===== config.mk =====
export PLATFORM = sky130hd
export DESIGN_NAME = guvm_icache_responder
export DESIGN_NICKNAME = d
export VERILOG_FILES = /design/src/rtl/guvm_icache_responder.sv
export SDC_FILE = /design/constraint.sdc
export NUM_CORES = 1
export LEC_CHECK = 0
export BUFFER_PORTS_ARGS = -buffer_cell sky130_fd_sc_hd__buf_4
export CELL_PAD_IN_SITES_DETAIL_PLACEMENT = 1
export CELL_PAD_IN_SITES_GLOBAL_PLACEMENT = 2
export CORE_UTILIZATION = 30
export CTS_BUF_LIST = sky130_fd_sc_hd__clkbuf_4
export CTS_CLUSTER_DIAMETER = 100
export DETAILED_ROUTE_END_ITERATION = 8
export PLACE_DENSITY = 0.55
export SYNTH_ARGS = -nofsm -noshare
export SYNTH_HDL_FRONTEND = slang
export SYNTH_SLANG_ARGS = --single-unit

===== constraint.sdc =====
create_clock -name clk -period 5.5 [get_ports clk]
set_input_delay 1.1 -clock clk [delete_from_list [all_inputs] [get_ports clk]]
set_output_delay 1.1 -clock clk [all_outputs]
set_load 0.01 [all_outputs]

===== src/rtl/guvm_icache_responder.sv =====
// Instruction-side responder: serves core fetches from a driver-filled FIFO
// with optional wait states, stalling the core while no word is available.
module guvm_icache_responder #(
   parameter int unsigned DEPTH       = 8,
   parameter int unsigned WAIT_STATES = 0,
   parameter logic [31:0] NOP_WORD    = 32'h01000000
) (
   input  logic                       clk,
   input  logic                       rst,
   input  logic [31:0]                inst_in,
   input  logic                       inst_valid,
   output logic                       inst_ready,
   input  logic                       fetch_req,
   input  logic [31:0]                fetch_addr,
   input  logic                       flush,
   output logic [31:0]                ic_data,
   output logic                       ic_hold,
   output logic                       ic_mds,
   output logic [31:0]                last_addr,
   output logic [$clog2(DEPTH+1)-1:0] fifo_count,
   output logic                       overflow
);

   localparam int unsigned PW = $clog2(DEPTH);
   localparam int unsigned CW = $clog2(DEPTH + 1);

   localparam logic [1:0] S_IDLE  = 2'd0;
   localparam logic [1:0] S_WAIT  = 2'd1;
   localparam logic [1:0] S_STALL = 2'd2;

   logic [31:0]   mem_q [DEPTH];
   logic [PW-1:0] rd_q, rd_d, wr_q, wr_d;
   logic [CW-1:0] cnt_q, cnt_d;
   logic [1:0]    state_q, state_d;
   logic [3:0]    wcnt_q, wcnt_d;
   logic [31:0]   addr_q, addr_d;
   logic [31:0]   last_q, last_d;
   logic [31:0]   data_q, data_d;
   logic          hold_q, hold_d;
   logic          mds_q, mds_d;
   logic          ovf_q, ovf_d;
   logic          full, nonempty, push, pop, deliver;

   assign full     = (cnt_q == CW'(DEPTH));
   assign nonempty = (cnt_q != '0);

   always_comb begin
      rd_d    = rd_q;
      wr_d    = wr_q;
      cnt_d   = cnt_q;
      state_d = state_q;
      wcnt_d  = wcnt_q;
      addr_d  = addr_q;
      last_d  = last_q;
      data_d  = data_q;
      hold_d  = hold_q;
      mds_d   = 1'b0;
      ovf_d   = ovf_q | (inst_valid & full);
      push    = inst_valid & ~full & ~flush;
      pop     = 1'b0;
      deliver = 1'b0;

      unique case (state_q)
         S_IDLE: begin
            if (fetch_req) begin
               addr_d = fetch_addr;
               if (WAIT_STATES == 0) begin
                  if (nonempty) begin
                     deliver = 1'b1;
                  end else begin
                     hold_d  = 1'b0;
                     state_d = S_STALL;
                  end
               end else begin
                  hold_d  = 1'b0;
                  wcnt_d  = 4'(WAIT_STATES);
                  state_d = S_WAIT;
               end
            end
         end
         S_WAIT: begin
            wcnt_d = wcnt_q - 4'd1;
            // Last wait cycle: deliver now or fall back to stalling
            if (wcnt_q <= 4'd1) begin
               if (nonempty) deliver = 1'b1;
               else state_d = S_STALL;
            end
         end
         S_STALL: begin
            if (nonempty) deliver = 1'b1;
         end
         default: begin
            state_d = S_IDLE;
            hold_d  = 1'b1;
         end
      endcase

      if (deliver) begin
         pop     = 1'b1;
         data_d  = mem_q[rd_q];
         mds_d   = 1'b1;
         last_d  = addr_d;
         hold_d  = 1'b1;
         state_d = S_IDLE;
      end

      if (pop)  rd_d = rd_q + PW'(1);
      if (push) wr_d = wr_q + PW'(1);
      cnt_d = cnt_q + CW'(push) - CW'(pop);

      // Flush overrides push, pop and any fetch in progress
      if (flush) begin
         rd_d    = '0;
         wr_d    = '0;
         cnt_d   = '0;
         state_d = S_IDLE;
         hold_d  = 1'b1;
         data_d  = NOP_WORD;
         mds_d   = 1'b0;
         last_d  = last_q;
      end
   end

   always_ff @(posedge clk) begin
      if (push) mem_q[wr_q] <= inst_in;
   end

   always_ff @(posedge clk or posedge rst) begin
      if (rst) begin
         rd_q    <= '0;
         wr_q    <= '0;
         cnt_q   <= '0;
         state_q <= S_IDLE;
         wcnt_q  <= '0;
         addr_q  <= '0;
         last_q  <= '0;
         data_q  <= NOP_WORD;
         hold_q  <= 1'b1;
         mds_q   <= 1'b0;
         ovf_q   <= 1'b0;
      end else begin
         rd_q    <= rd_d;
         wr_q    <= wr_d;
         cnt_q   <= cnt_d;
         state_q <= state_d;
         wcnt_q  <= wcnt_d;
         addr_q  <= addr_d;
         last_q  <= last_d;
         data_q  <= data_d;
         hold_q  <= hold_d;
         mds_q   <= mds_d;
         ovf_q   <= ovf_d;
      end
   end

   assign inst_ready = ~full;
   assign fifo_count = cnt_q;
   assign ic_data    = data_q;
   assign ic_hold    = hold_q;
   assign ic_mds     = mds_q;
   assign last_addr  = last_q;
   assign overflow   = ovf_q;

endmodule


Word level (Yosys, flattened, before mapping)
Memories as Yosys holds them, arrays and structs flattened.
Cells that the tools add are included.

storage, ports and cells
  register bits after elaboration = 115
  RAM bits = 256
  input port bits = 69
  output and inout port bits = 72
  word-level logic and storage cells = 69
  memories = 1

memories
  name   words  bits a word  read ports  clocked after memory_dff  write ports  RTL line  source
  mem_q  8      32           1           0                         1            31        logic [31:0] mem_q [DEPTH];

cells by class
  $add $sub $neg = 5
  order comparisons = 1
  equality and inequality tests = 8
  multiplexer cells = 28
  bitwise operators = 6
  reductions and logical operators = 9

operators with widths
  kind                 number
  $mux 32              4
  $mux 3               4
  $ne 4x4->1 const B   3
  $mux 1               11
  $mux 2               5
  $add 3x1->3 const B  2
  $pmux 2 s3           1
  $reduce_and 3->1     2
  $reduce_bool 2->1    3
  $add 4x1->4          1
  $eq 4x4->1 const B   1
  $le 4x1->1 const B   1
  $mux 4               1
  $reduce_bool 4->1    1
  $sub 4x1->4          1
  $sub 4x1->4 const B  1
  $and 1x1->1          3
  $ne 3x1->1 const B   1
  $ne 3x3->1 const B   1
  $pmux 1 s3           1
  $eq 2x1->1 const B   1
  $eq 2x2->1 const B   1
  $logic_not 2->1      1
  $not 1->1            2
  other kinds (4)      4

Depth between registers and ports, before layout
  depth after elaboration = 7
  mapped depth = 10
  mapped depth without buffers = 10

Least setup slack after synthesis
No wires, ideal clock.

  path type = in2reg
  start point = input flush
  end point = memory mem_q[0][0] (enable)
  setup time = 461 ps
  arrival time = 3,841 ps
  required time = 5,039 ps
  slack = 1,198 ps
  cell stages on the path = 3
  buffers on the path = 0
  path through = nor3b_1 nand2b_1 nor3_1

on the way
  word-level cells in the longest chain between the ends = 4

ends and longest elaborated chain
  item                          RTL line  source
  from (decl)                   15        input logic flush,
  $not 1->1 (no source line)    -
  $and 1x1->1                   59        push = inst_valid & ~full & ~flush;
  $mux 1                        125       if (push) mem_q[wr_q] <= inst_in;
  $mux 1 (not written as such)  125
  to (decl)                     31

Every way passes these cells.

Final worst setup path
  start point = register cnt_q[2] (netlist: fifo_count[2])
  end point = output inst_ready

on the way
  word-level cells in the longest chain between the ends = 2

ends and longest elaborated chain
  item                    RTL line  source
  from (decl)             33        logic [CW-1:0] cnt_q, cnt_d;
  from (signal assigned)  144       cnt_q <= cnt_d;
  $eq 4x4->1              44        assign full = (cnt_q == CW'(DEPTH));
  $not 1->1               156       assign inst_ready = ~full;
  to (decl)               12        output logic inst_ready,

Every way passes these cells.

==> results.md <==
* #FFs+latches synth at approximately 370
* Worst path most repeated cell: inv_1
* R2R depth at 8
* Final worst slack at around 2.2 ns
* Final Slew Violations at 0
* Synth unique cells at 37
* Worst-path fanout max at 4
* Final Hold Slack at about 0.46 ns
* Antenna violations before repair at 2
* Final nets at about 1100
* Launching point of the worst reg2reg path: fifo_count[2]
* Clk root buf: clkbuf_4
* Setup crit end kind: primary output
* GR Overflow Total at 0
* Top delay family on crit path: buffers and inverters
* Post-Syn Area at 14000 µm²
* Main synth FF type: edfxtp_1
* CP max stage delay at between 0.3 and 0.4 ns
* Dpl hpwl at roughly 20000 µm
* DIE HEIGHT at between 200 and 250 µm
* GR Util All Layers at between 10% and 20%
* # hold bufs at CTS at 0
* Fillers at between 4000 and 5000
* Cts bufs inserted at slightly above 100
* Fin cells at about 1700
* Worst path slowest cell: nor3b_1
* Asr flop ratio synth at between 30 and 40%
* Drt wl/cell at around 19 µm
* Final Critical Period at 3.26 ns
* Worst vdd ir at roughly 0.18 mV
* Placed insts at 1547
* Final hold violation count at 0
* Reg-to-reg endpoint: mem_q[1][15]
* Clock transition at the registers of the reported paths at ~0.060 ns
* Area contributors post-synth: edfxtp_1, dfrtp_1, mux2_2, mux4_2, nand2_1
* Via count at 7856
* Drt pass-1 iters at 4
* Clock Path Buffers at 3
* Pwr dens at ~450 nW/µm²
* CTS Sinks at roughly 370
* Synth area leader: edfxtp_1
* Worst hold start: overflow
* Final setup fails at 0
* CP Data Required Time at roughly 4.4 ns
* Htree depth at 3
* Pleak at 6.51 nW
* Mapped Nets at about 900
* Count of standard-cell rows at between 70 and 80
* Core Area at ~46000 µm²
* Sequential share of the synthesized area at between 70% and 80%
* Final Wtd Congestion at roughly 0.7
* Total setup buffers inserted after CTS at 0
* Vias in the first global route at between 8000 and 9000
* Detailed Route WL at 33400 µm
* Die Area at 47700 µm²
* Sequential cell area at between 10000 and 15000 µm²
* Layout cells sized above 1 at 41.2%
* EDFF count, synth at roughly 260
* DRC at 0
* Relative slew margins at roughly 25%
* Initial core utilization at between 30% and 40%
* Arr. time, crit path at between 2 and 2.5 ns
* Worst path bufs/invs at 3
* Reg2Reg Setup Slack at between 2 and 3 ns
* Maxcap violations at 0
* Yosys Warn Count at 0
* TNS Setup at 0 ns
* DRT iter0 DRCs at 362
* Layout area overhead at 22.0%
* Synth Instances at 833
* Top cell type's share of synthesized area at 54.7%
* F_max at ~300 MHz
* Multi-input gate area in the final layout at approximately 3400 µm²
* Worst-margin pin slew at between 1 and 1.5 ns
* CTS-repair resized insts at 0
* CTS tree: built
* First-pass GRT wire length at roughly 52000 µm
* Via-to-Cell Ratio at 4.52
* Die Wd at about 220 µm
* Crit start category: register
* RSZ-0062 raised after global routing: no
* Hold path endpoint: overflow
* Tcrit/Tclk final at 59.3%
* Top Ports at roughly 140
* Largest net degree at the start of global routing at 69
* Antenna Nets Post-Route at 0
* Setup Skew at 0.0586 ns
* Crit Path Category: register to primary output
* Buffers on Ports at 140
* Clk_lat worst skew at 0.84 ns
* Setup slack at placement at ~1.9 ns
* Min-Delay Path Class: register to register
* Syn_area_per_cell at approximately 17 µm²
* Hold path cells at 1
* Outcome: completed
* Critical-path cell list: inv_1, ha_1, nor3b_1, inv_1, buf_4
## metal layers
layer | global-route usage (%) | share of wire, %
met5 | 0 | 0
met4 | 5.66 | 2.5
met1 | 19.1 | 45
met3 | 3.99 | 4.3
met2 | 23.4 | 48
## registers in the layout, indices dropped and copies added, names as in the netlist
signal and flops:
addr_q 32, fifo_count 4, ic_data 32, ic_hold 1, ic_mds 1, last_addr 32, mem_q 256, overflow 1
rd_q 3, state_q 1, wr_q 3
## layout make-up
cell class,count,area share (%)
antenna,4,0.0584
clock buffer,160,7.01
clock inverter,26,0.942
inverter,6,0.146
multi-input combinational,418,19.6
sequential,366,61.0
tap,600,4.38
timing repair buffer,157,6.88
## logic make-up after synthesis
logic type      Yosys count  synth area share [%]
compound gates           74                  3.66
xor+xnor                  7                 0.436
fa+ha+maj                 8                 0.766
buf+inv                  49                  2.17
flops                   366                  74.3
mux                     128                  12.8
simple gates            201                  5.79
## report_power, final
group	leakage [nW]	internal, mW	total (mW)	switching, mW
logic	2.01	0.817	1.68	0.859
registers	3.69	3.30	3.52	0.225
clock network	0.813	1.41	2.55	1.14
## cells in the final DEF, fill, tap and decap left out, types with 2 or more instances in the layout
cell type / instances
xor2_1: 4
xnor2_1: 3
nor2b_1: 2
mux2_1: 8
nand2_1: 133
diode_2: 4
clkinv_1: 18
inv_2: 3
nand3_1: 3
buf_4: 157
dfrtp_1: 106
o31ai_1: 30
o21ai_0: 2
dfstp_2: 2
nor2_1: 41
clkinv_2: 2
inv_1: 4
nor2_4: 6
nor3b_1: 2
mux2_2: 88
nor3_2: 2
edfxtp_1: 256
bufinv_16: 2
ha_1: 7
a21o_1: 2
o22ai_1: 33
a21oi_1: 4
mux4_2: 32
nand2b_1: 5
clkbuf_4: 160
## cells in the mapped netlist (2+ instances only)
cell      number
a21o_1         2
a21oi_1        4
buf_1          3
buf_2         13
buf_4         14
buf_6          7
clkbuf_1       6
dfrtp_1      108
dfstp_2        2
edfxtp_1     256
ha_1           7
inv_1          5
mux2_1         8
mux2_2        88
mux4_2        32
nand2_1      133
nand2b_1       5
nand3_1        3
nor2_1        47
nor2b_1        3
nor3_1         3
nor3b_1        2
o21ai_0        2
o22ai_1       33
o31ai_1       30
xnor2_1        3
xor2_1         4
## metrics by stage
stage | cell area [µm²] | utilization, % | power, mW
after floorplan | 14000 | - | 4.60
after global placement | 15800 | 34.4 | 5.31
after detailed placement | 15800 | 34.4 | 5.33
after CTS | 17100 | 37.4 | 7.95
after global routing | 17100 | 37.4 | 8.24
final | 17100 | 37.4 | 7.75
## how the worst max path moves through the flow
stage | endpoint | slack [ns] | from | cells past startpoint
2_1_floorplan | mem_q[0][0] | 1.20 | flush | 3
6_report | inst_ready | 2.24 | fifo_count[2] | 5
3_5_place_dp | mem_q[1][11] | 1.92 | flush | 6
3_3_place_gp | mem_q[1][11] | 2.03 | flush | 6
5_1_grt | inst_ready | 2.01 | fifo_count[2] | 5
4_1_cts | inst_ready | 2.09 | fifo_count[2] | 5
(Power assumes the default switching activity.)
